File: src/rtl/key_onehot_capture.sv
// key_onehot_capture: synchronizes and debounces eight push-buttons, then captures the
// most recent single-key press as a registered one-hot code for the downstream 8-to-3 encoder.
module key_onehot_capture #(
  parameter int DEBOUNCE_CYCLES = 4
) (
  input  logic       clk,
  input  logic       rst_n,
  input  logic [7:0] i_key,
  output logic [7:0] o_one_hot,
  output logic       o_valid,
  output logic       o_multi,
  output logic       o_any
);

  localparam int            CW       = $clog2(DEBOUNCE_CYCLES + 1);
  localparam logic [CW-1:0] CNT_LAST = CW'(DEBOUNCE_CYCLES - 1);

  typedef enum logic [1:0] {
    IDLE  = 2'd0,
    ONE   = 2'd1,
    MULTI = 2'd2
  } state_t;

  logic [7:0] r_sync1;
  logic [7:0] r_sync2;
  logic [7:0] w_stable;
  logic [3:0] w_pop;
  logic       w_capture;
  state_t     r_state;
  state_t     w_state_next;
  logic [7:0] r_one_hot;
  logic       r_valid;
  logic       r_multi;
  logic       r_any;

  always_ff @(posedge clk or negedge rst_n) begin
    if (!rst_n) begin
      r_sync1 <= '0;
      r_sync2 <= '0;
    end else begin
      r_sync1 <= i_key;
      r_sync2 <= r_sync1;
    end
  end

  // Per-key debounce: the stable level flips only after an unbroken mismatch run.
  generate
    for (genvar gi = 0; gi < 8; gi++) begin : g_debounce
      logic [CW-1:0] r_cnt;
      logic          r_stable_bit;

      always_ff @(posedge clk or negedge rst_n) begin
        if (!rst_n) begin
          r_cnt        <= '0;
          r_stable_bit <= 1'b0;
        end else if (r_sync2[gi] == r_stable_bit) begin
          r_cnt <= '0;
        end else if (r_cnt == CNT_LAST) begin
          r_cnt        <= '0;
          r_stable_bit <= r_sync2[gi];
        end else begin
          r_cnt <= r_cnt + 1'b1;
        end
      end

      assign w_stable[gi] = r_stable_bit;
    end
  endgenerate

  always_comb begin
    w_pop = '0;
    for (int i = 0; i < 8; i++) begin
      w_pop = w_pop + {3'b000, w_stable[i]};
    end
  end

  always_comb begin
    w_state_next = r_state;
    w_capture    = 1'b0;
    case (r_state)
      IDLE: begin
        if (w_pop == 4'd1) begin
          w_capture    = 1'b1;
          w_state_next = ONE;
        end else if (w_pop >= 4'd2) begin
          w_state_next = MULTI;
        end
      end
      ONE: begin
        if (w_pop == 4'd0) begin
          w_state_next = IDLE;
        end else if (w_pop >= 4'd2) begin
          w_state_next = MULTI;
        end else if (w_stable != r_one_hot) begin
          // release of the old key and press of a new one resolved together
          w_capture = 1'b1;
        end
      end
      MULTI: begin
        if (w_pop == 4'd0) begin
          w_state_next = IDLE;
        end
      end
      default: begin
        w_state_next = IDLE;
      end
    endcase
  end

  always_ff @(posedge clk or negedge rst_n) begin
    if (!rst_n) begin
      r_state   <= IDLE;
      r_one_hot <= '0;
      r_valid   <= 1'b0;
      r_multi   <= 1'b0;
      r_any     <= 1'b0;
    end else begin
      r_state <= w_state_next;
      r_valid <= w_capture;
      r_multi <= (w_state_next == MULTI);
      r_any   <= |w_stable;
      if (w_capture) begin
        r_one_hot <= w_stable;
      end
    end
  end

  assign o_one_hot = r_one_hot;
  assign o_valid   = r_valid;
  assign o_multi   = r_multi;
  assign o_any     = r_any;

endmodule

File: config.mk
export PLATFORM = sky130hd
export DESIGN_NAME = key_onehot_capture
export DESIGN_NICKNAME = d
export VERILOG_FILES = /design/src/rtl/key_onehot_capture.sv
export SDC_FILE = /design/constraint.sdc
export NUM_CORES = 1
export LEC_CHECK = 0
export CAP_MARGIN = 10
export CORE_UTILIZATION = 51
export DETAILED_ROUTE_END_ITERATION = 16
export GPL_TIMING_DRIVEN = 0
export PLACE_DENSITY = 0.74
export SETUP_SLACK_MARGIN = 0.2
export SLEW_MARGIN = 25
export SYNTH_ARGS = -nofsm -noshare
export SYNTH_HDL_FRONTEND = slang
export SYNTH_SLANG_ARGS = --single-unit
export TNS_END_PERCENT = 5
File: constraint.sdc
create_clock -name clk -period 3.4 [get_ports clk]
set_input_delay 0.34 -clock clk [delete_from_list [all_inputs] [get_ports clk]]
set_output_delay 0.34 -clock clk [all_outputs]
set_load 0.05 [all_outputs]
==> Yosys cells after proc, flatten, opt, wreduce, memory -nomap -nowiden <==
Index checks and enable logic that the tools add are counted.
{ "word_totals": {"regBits": 61} }
{ "classes": {"add_sub_neg": 15, "magnitude_cmp": 1, "eq_ne": 21, "muxes": 26, "bitwise": 8, "n_reduce_logical": 11} }
{ "ops": {"columns": ["operator", "n"], "rows": [
  ["2-to-1 mux 3 bit", 16],
  ["adder 3 x 1 -> 3 bit, second input constant", 8],
  ["== test 3 x 2 -> 1 bit, second input constant", 8],
  ["adder 4 x 1 -> 4 bit", 4],
  ["AND reduction 2 bit", 8],
  ["== test 1 bit", 8],
  ["2-to-1 mux 2 bit", 4],
  ["inequality test 8 bit", 1],
  ["inverter 1 bit", 8],
  ["OR reduction 8 bit", 1],
  ["one-hot mux 2 bit (3 select lines)", 1],
  ["adder 3 x 1 -> 4 bit", 1],
  ["== test 2 bit, second input constant", 2],
  ["== test 4 x 1 -> 1 bit, second input constant", 1],
  [">= comparator 4 x 2 -> 1 bit, second input constant", 1],
  ["logical NOT 4 bit", 1],
  ["2-to-1 mux 1 bit", 4],
  ["adder 2 x 1 -> 3 bit", 1],
  ["adder 1 x 1 -> 2 bit", 1],
  ["== test 2 x 1 -> 1 bit, second input constant", 1],
  ["logical NOT 2 bit", 1],
  ["one-hot mux 1 bit (2 select lines)", 1]
]} }

==> Depth between registers and ports, before layout <==
Gate-level depths: netlist of the first run.
{ "depth": {"word_depth": 12, "depth_mapped": 13} }

==> Least setup slack after synthesis of the first run <==
OpenSTA, ideal clock, no wires.
{ "synth_path": {"path_kind": "flip-flop to flip-flop", "startpoint": "reg g_debounce[0].r_stable_bit", "endpoint": "reg r_one_hot[0] (netlist: o_one_hot[0])", "arrival_time_ns": 3.453, "required_ns": 3.275, "setup_slack_ns": -0.178, "path_stages_with_launch": 14, "n_path_buf": 1, "path_cell_list": "dfrtp_1 -> inv_1 -> fa_1 -> fa_1 -> fa_1 -> inv_1 -> ha_1 -> inv_1 -> fa_1 -> nor2_1 -> a31oi_1 -> nor4bb_2 -> buf_6 -> mux2_4"} }
{ "synth_via": {"elab_chain_len": 11, "elab_cells_between_ends": 16} }
{ "synth_rtl": {"columns": ["item", "line_no", "rtl"], "rows": [
  ["from (decl)", "50", "logic r_stable_bit;"],
  ["from (signal assigned)", "60", "r_stable_bit <= r_sync2[gi];"],
  ["adder 1 x 1 -> 2 bit", "73", "w_pop = w_pop + {3'b000, w_stable[i]};"],
  ["adder 2 x 1 -> 3 bit", "73", null],
  ["adder 3 x 1 -> 4 bit", "73", null],
  ["adder 4 x 1 -> 4 bit (4 in series)", "73", null],
  [">= comparator 4 x 2 -> 1 bit", "92", "end else if (w_pop >= 4'd2) begin"],
  ["2-to-1 mux 1 bit", "92", null],
  ["2-to-1 mux 1 bit", "90", "if (w_pop == 4'd0) begin"],
  ["one-hot mux 1 bit (2 select lines)", "80", "case (r_state)"],
  ["to (signal assigned)", "123", "r_one_hot <= w_stable;"],
  ["to (decl)", "31", "logic [7:0] r_one_hot;"]
]} }
Several ways; a longest one is shown, not always the timed one.
A chain may end at the register's enable or synchronous reset.

==> Worst setup path in the final report of the first run <==
{ "layout_path": {"startpoint": "reg g_debounce[1].r_stable_bit", "endpoint": "reg r_one_hot[4] (netlist: o_one_hot[4])"} }
{ "layout_via": {"elab_chain_len": 11, "elab_cells_between_ends": 16} }
{ "layout_rtl": {"columns": ["item", "line_no"], "rows": [
  ["from (decl)", "50"],
  ["from (signal assigned)", "60"],
  ["adder 1 x 1 -> 2 bit", "73"],
  ["adder 2 x 1 -> 3 bit", "73"],
  ["adder 3 x 1 -> 4 bit", "73"],
  ["adder 4 x 1 -> 4 bit (4 in series)", "73"],
  [">= comparator 4 x 2 -> 1 bit", "92"],
  ["2-to-1 mux 1 bit", "92"],
  ["2-to-1 mux 1 bit", "90"],
  ["one-hot mux 1 bit (2 select lines) (*)", "80"]
]} }
Mark *: on every way between the ends. The rest lies on a longest branch, timed or not.

==> impl_metrics.tcl, run 1 <==
set metrics [dict create \
    endpoint_kind "flip-flop" \
    violations "setup timing" \
    worstReg2RegStart "g_debounce[1].r_stable_bit" \
    fin_tns_setup_ns -2.02 \
    run_status "finished, violations left" \
    io_pins 21 \
    syn_area_per_cell_um2 13.9 \
    grt_max_degree 50 \
    slew_headroom 0.661 \
    drive_gt1_frac 0.212 \
    synth_cell_types 24 \
    crit_required_ns 3.62 \
    crit_type "reg2reg" \
    syn_nets 203 \
    syn_area_um2 2460 \
    grt.total_usage 0.199 \
    initial_core_util 0.546 \
    place_congestion 0.736 \
    timing.rr.end "o_one_hot[4]" \
    areaGrowthSynthToFinish_pct 25.1 \
    clkTransAtPathRegs_ns 0.06 \
    cts_root_buffer "clkbuf_8" \
    grt_pass1_vias 1554 \
    hold_end "r_sync2[0]" \
    tightest_slew_ns 0.507 \
    grt_overflow 0 \
    ff2ff_path_depth 13 \
    finalCritPeriodShare 1.07 \
    clk_path_buf_depth 2 \
    whs_path_depth 0 \
    firstDrtPassIters 4 \
    die_h_um 71.4 \
    final_nets 245 \
    synth-edff-count 0 \
    final_area_um2 3070 \
    drc_errors 0 \
    hold_viol 0 \
    viasPerCell 5.16 \
    drt-initial-drc-count 33 \
    slew_violations 0 \
    clock_latency_ns 0.34 \
    fmax_mhz 276 \
    wl_um 4220 \
    cap_violations 0 \
    layout.cells.non_filler 274 \
    placed_area_um2 2750 \
    crit_path_start_kind "flip-flop" \
    rrSetupSlack_ns -0.23 \
    antenna_found_initial 0 \
    grt_pass1_wl_um 7200 \
    hold_start "r_sync1[0]" \
    drt-wirelength-per-cell_um 15.4 \
    period_needed_ns 3.63 \
    yosys_register_bits 61 \
    cts-htree-levels 3 \
    ys.flop_type "dfrtp_1" \
    vias 1414 \
    antenna_cells 0 \
    antenna_left 0 \
    die_x_um 71.4 \
    dp_hpwl_um 2830 \
    num_rows 24 \
    arrival_ns 3.85 \
    placeableCoreArea_um2 4500 \
    cts_buffers 9 \
    die_area_um2 5100 \
    cts.sinks 61 \
    setup_viol 10 \
    synth_top_area_frac 0.621 \
    finish.utilization 0.683 \
    critPathMaxFanout 4 \
    yosysWarningCount 0 \
    skew_ns 0.00666 \
    synthArstFlopShare 1.00 \
    rsz0062_at_grt "true" \
    synth_top_area_cell "dfrtp_1" \
    cts_tree "done" \
    ys_seq_area_frac 0.621 \
    setup_ws_ns -0.229 \
    hold_path_class "reg2reg" \
    syn-instance-count 177 \
    dp_cells 250 \
    port_buffers 20 \
    netlist_top_cells_area "dfrtp_1 (62%), ha_1 (6.1%), mux2_4 (4.9%)" \
]
-- worst max path at each step --
stage / startpoint / endpoint / slack (ns) / cells past startpoint
2_1_floorplan: g_debounce[0].r_stable_bit / o_one_hot[0] / -0.18 / 13
3_3_place_gp: g_debounce[0].r_stable_bit / o_one_hot[0] / -0.32 / 13
3_5_place_dp: g_debounce[0].r_stable_bit / o_one_hot[1] / -0.48 / 13
4_1_cts: g_debounce[1].r_stable_bit / o_one_hot[4] / -0.40 / 13
5_1_grt: g_debounce[1].r_stable_bit / o_one_hot[4] / -0.36 / 13
6_report: g_debounce[1].r_stable_bit / o_one_hot[4] / -0.23 / 13
-- cell usage in the layout, fill, tap and decap left out, drive strengths merged --
cell type      count
a21oi              2
nor2               2
nor3b             14
nor4bb             1
nor4               2
and3b              1
o21ai              6
xor2               4
bufinv             1
nand2b             1
dlygate4sd3        1
nor3               7
buf               12
inv               13
clkbuf            13
mux2              10
fa                 4
nor2b             10
nand3              2
clkdlybuf4s50     19
a31oi              1
nand4              1
o21a               1
dfrtp             61
nand2              9
ha                12
xnor2             12
-- critical path, cell delays in order (launching register included) --
cell      delay, ns
dfrtp_1        0.37
inv_2          0.06
fa_1           0.56
fa_1           0.44
fa_1           0.45
inv_2          0.08
ha_4           0.13
inv_2          0.04
fa_2           0.36
nor2_4         0.11
a31oi_4        0.10
nor4bb_4       0.31
buf_4          0.21
mux2_4         0.30
-- timing repair --
item / 4_1_cts / 5_1_grt
buffers inserted: 7 / 1
endpoints found under the setup margin: 12 / 12
gates cloned: 1 / 0
gates resized for setup: 9 / 7
hold endpoints to repair: 12 / 0
pin swaps: 5 / 4
hold buffers: 1 / 0
-- state kept, by name, summed over array words and instances, names as in the netlist --
| register | flops |
|---|---|
| g_debounce.r_cnt | 24 |
| g_debounce.r_stable_bit | 8 |
| o_one_hot | 8 |
| r_sync1 | 8 |
| r_sync2 | 8 |
| r_state | 2 |
| o_any | 1 |
| o_multi | 1 |
| o_valid | 1 |
-- per-stage QoR --
stage	hold slack (ns)	worst slack (ns)
after floorplan	0.0444	-0.178
after global placement	0.331	-0.317
after detailed placement	0.203	-0.478
final	0.348	-0.229
after CTS	0.350	-0.400
after global routing	0.353	-0.355
-- layer usage --
layer / global-route usage / vias up / routed length (µm)
met5: 0 / - / 0
met4: 0.0956 / 0 / 96
met1: 0.207 / 705 / 1730
met2: 0.339 / 26 / 2230
met3: 0.0928 / 10 / 159
li1: - / 673 / -
-- cell usage after synthesis (2+ instances only) --
library cell / count
a21oi_1: 2
o21ai_0: 6
nor2_1: 2
nand3_1: 2
nand2_1: 9
ha_1: 12
nor3_1: 7
nor4_1: 2
dfrtp_1: 61
mux2_4: 8
xor2_1: 4
fa_1: 4
nor2b_1: 10
nor3b_1: 14
inv_1: 13
xnor2_1: 12
mux2_2: 2
-- cells by family (layout without fill, tap and decap cells) --
logic type / Yosys count / in the layout / share of synthesized area
AOI/OAI and AO/OA: 10 / 10 / 0.0219
buffers and inverters: 14 / 59 / 0.0244
xor gates and xnor gates: 16 / 16 / 0.0570
adders and majority gates: 16 / 16 / 0.0937
and+or+nand+nor: 50 / 50 / 0.124
muxes: 10 / 10 / 0.0580
DFF: 61 / 61 / 0.621
-- cell type report --
class                      instances  area, µm²
tap                               52       65.1
sequential                        61       1530
inverter                          13       48.8
clock buffer                      13        169
timing repair buffer              31        303
fill                             327       1430
multi-input combinational        102        920
buffer                             1       11.3
clock inverter                     1       30.0
Power of run 1 is not shown: default switching activity piles up to over one toggle a cycle in this logic, so the estimate is an artifact.
==> run 2, diff against run 1 <==
--- a/config.mk
+++ b/config.mk
@@ -5,9 +5,11 @@
 export SDC_FILE = /design/constraint.sdc
 export NUM_CORES = 1
 export LEC_CHECK = 0
+export ABC_AREA = 0
 export CAP_MARGIN = 10
-export CORE_UTILIZATION = 51
+export CORE_UTILIZATION = 56
 export DETAILED_ROUTE_END_ITERATION = 16
+export DONT_BUFFER_PORTS = 1
 export GPL_TIMING_DRIVEN = 0
 export PLACE_DENSITY = 0.74
 export SETUP_SLACK_MARGIN = 0.2
==> run 2 against run 1 <==
Against the previous run: routed wire length is 9.3% lower; final area is 5.8% lower; fmax is 0.52% lower; cell count is 7.7% lower; highest routed layer unchanged; the run still ends with setup timing left; via count is 6.3% lower; critical path depth stayed put.
==> impl_metrics.tcl, run 2 (synthesized netlist as in run 1, its figures left out) <==
set metrics [dict create \
    run_status "finished, violations left" \
    violations "setup timing" \
    grt.total_usage 0.197 \
    port_buffers 0 \
    slew_violations 0 \
    drt-wirelength-per-cell_um 15.1 \
    areaGrowthSynthToFinish_pct 17.8 \
    critical_path_buf_inv_count 4 \
    final_common_cell "dfrtp_1" \
    fin_tns_setup_ns -2.02 \
    period_needed_ns 3.65 \
    grt_overflow 0 \
    viasPerCell 5.24 \
    slew_headroom 0.630 \
    crit_chain "inv_2 -> fa_1 -> fa_1 -> fa_1 -> inv_2 -> ha_4 -> inv_2 -> fa_2 -> nor2_4 -> a31oi_4 -> nor4bb_4 -> buf_4 -> mux2_4" \
    clkTransAtPathRegs_ns 0.07 \
    whs_path_depth 0 \
    grt_max_degree 62 \
    drive_gt1_frac 0.227 \
    crit_path_start_kind "flip-flop" \
    largest_reg_flops 24 \
    finalCritPeriodShare 1.07 \
    clock_latency_ns 0.34 \
    drc_errors 0 \
    placed_area_um2 2520 \
    place_ws_ns -0.412 \
    io_pins 21 \
    wl_um 3820 \
    num_rows 23 \
    top_register "g_debounce.r_cnt" \
    die_x_um 68.2 \
    rrSetupSlack_ns -0.25 \
    cts.sinks 61 \
    setup_viol 10 \
    final_cell_mix "dfrtp_1 (60), nor3b_1 (14), xnor2_1 (12)" \
    crit_type "reg2reg" \
    skew_ns 0.00921 \
    initial_core_util 0.597 \
    setup_ws_ns -0.249 \
    cts_buffers 9 \
    worstReg2RegStart "g_debounce[1].r_stable_bit" \
    drt-initial-drc-count 75 \
    clk_path_buf_depth 2 \
    firstDrtPassIters 4 \
    ff2ff_path_depth 13 \
    tightest_slew_ns 0.554 \
    rsz0062_at_grt "true" \
    crit_required_ns 3.63 \
    die_area_um2 4660 \
    die_h_um 68.2 \
    placeableCoreArea_um2 4120 \
    timing.rr.end "o_one_hot[1]" \
    arrival_ns 3.87 \
    endpoint_kind "flip-flop" \
    place_congestion 0.684 \
    path_delay_family "adder cells" \
    cap_violations 0 \
    vias 1325 \
    hold_path_class "in2reg" \
    cts_tree "done" \
    grt_pass1_vias 1396 \
    worst_path_largest_cell_delay_ns 0.56 \
    antenna_left 0 \
    antenna_found_initial 0 \
    cts_root_buffer "clkbuf_8" \
    cp_slowest_cell "fa_1" \
    fmax_mhz 274 \
    final_area_um2 2900 \
    dp_hpwl_um 2500 \
    hold_start "i_key[5]" \
    critPathMaxFanout 4 \
    final_nets 224 \
    antenna_cells 0 \
    finish.utilization 0.704 \
    hold_viol 0 \
    cts-htree-levels 3 \
    hold_end "r_sync1[5]" \
    grt_pass1_wl_um 6200 \
]
run 2: cell types whose count changed in the layout (fill, tap and decap cells not counted):
cell,change
clkbuf_8,-1
bufinv_16,+1
clkinv_2,+2
dlygate4sd3_1,+1
buf_4,-3
clkdlybuf4s50_1,-19
run 2: cell type report:
type                       count  area (µm²)
multi-input combinational    102         920
inverter                      13        48.8
clock inverter                 4        70.1
sequential                    61        1530
fill                         284        1220
tap                           50        62.6
timing repair buffer          10         100
clock buffer                  12         155
buffer                         1        11.3
run 2: timing repair:
| item | in CTS | in global routing |
|---|---|---|
| gates resized for setup | 7 | 9 |
| hold buffers | 2 | 1 |
| setup buffers | 6 | 0 |
| pin swaps | 5 | 4 |
| hold endpoints to repair | 61 | 1 |
| gates cloned | 1 | 0 |
| endpoints found under the setup margin | 12 | 12 |
run 2: worst max path at each step:
stage | cells after the start | slack [ns] | start | to
after CTS | 13 | -0.37 | g_debounce[3].r_stable_bit | o_one_hot[1]
after global routing | 13 | -0.39 | g_debounce[1].r_stable_bit | o_one_hot[1]
after detailed placement | 13 | -0.41 | g_debounce[0].r_stable_bit | o_one_hot[2]
after floorplan | 13 | -0.18 | g_debounce[0].r_stable_bit | o_one_hot[0]
final | 13 | -0.25 | g_debounce[1].r_stable_bit | o_one_hot[1]
after global placement | 13 | -0.30 | g_debounce[0].r_stable_bit | o_one_hot[2]
run 2: metal layers:
metal / up-vias / share of wire / GRT usage
li1: 631 / - / -
met1: 655 / 0.41 / 0.218
met2: 27 / 0.51 / 0.301
met3: 12 / 0.060 / 0.105
met4: 0 / 0.024 / 0.115
met5: - / 0 / 0
run 2: stage by stage:
| step | hold WS [ns] | std cells |
|---|---|---|
| after floorplan | 0.0444 | 177 |
| after global placement | 0.0457 | 227 |
| after detailed placement | 0.0458 | 227 |
| after CTS | 0.00511 | 252 |
| after global routing | 0.000219 | 253 |
| final | 0.0256 | 253 |
run 2: worst reg2reg max path, cell delays in order, from the launching register on:
cell      delay [ns]
dfrtp_1         0.37
inv_2           0.05
fa_1            0.56
fa_1            0.43
fa_1            0.46
inv_2           0.08
ha_4            0.13
inv_2           0.04
fa_2            0.36
nor2_4          0.11
a31oi_4         0.10
nor4bb_4        0.34
buf_4           0.21
mux2_4          0.30
Power of run 2 is left out for the same reason.
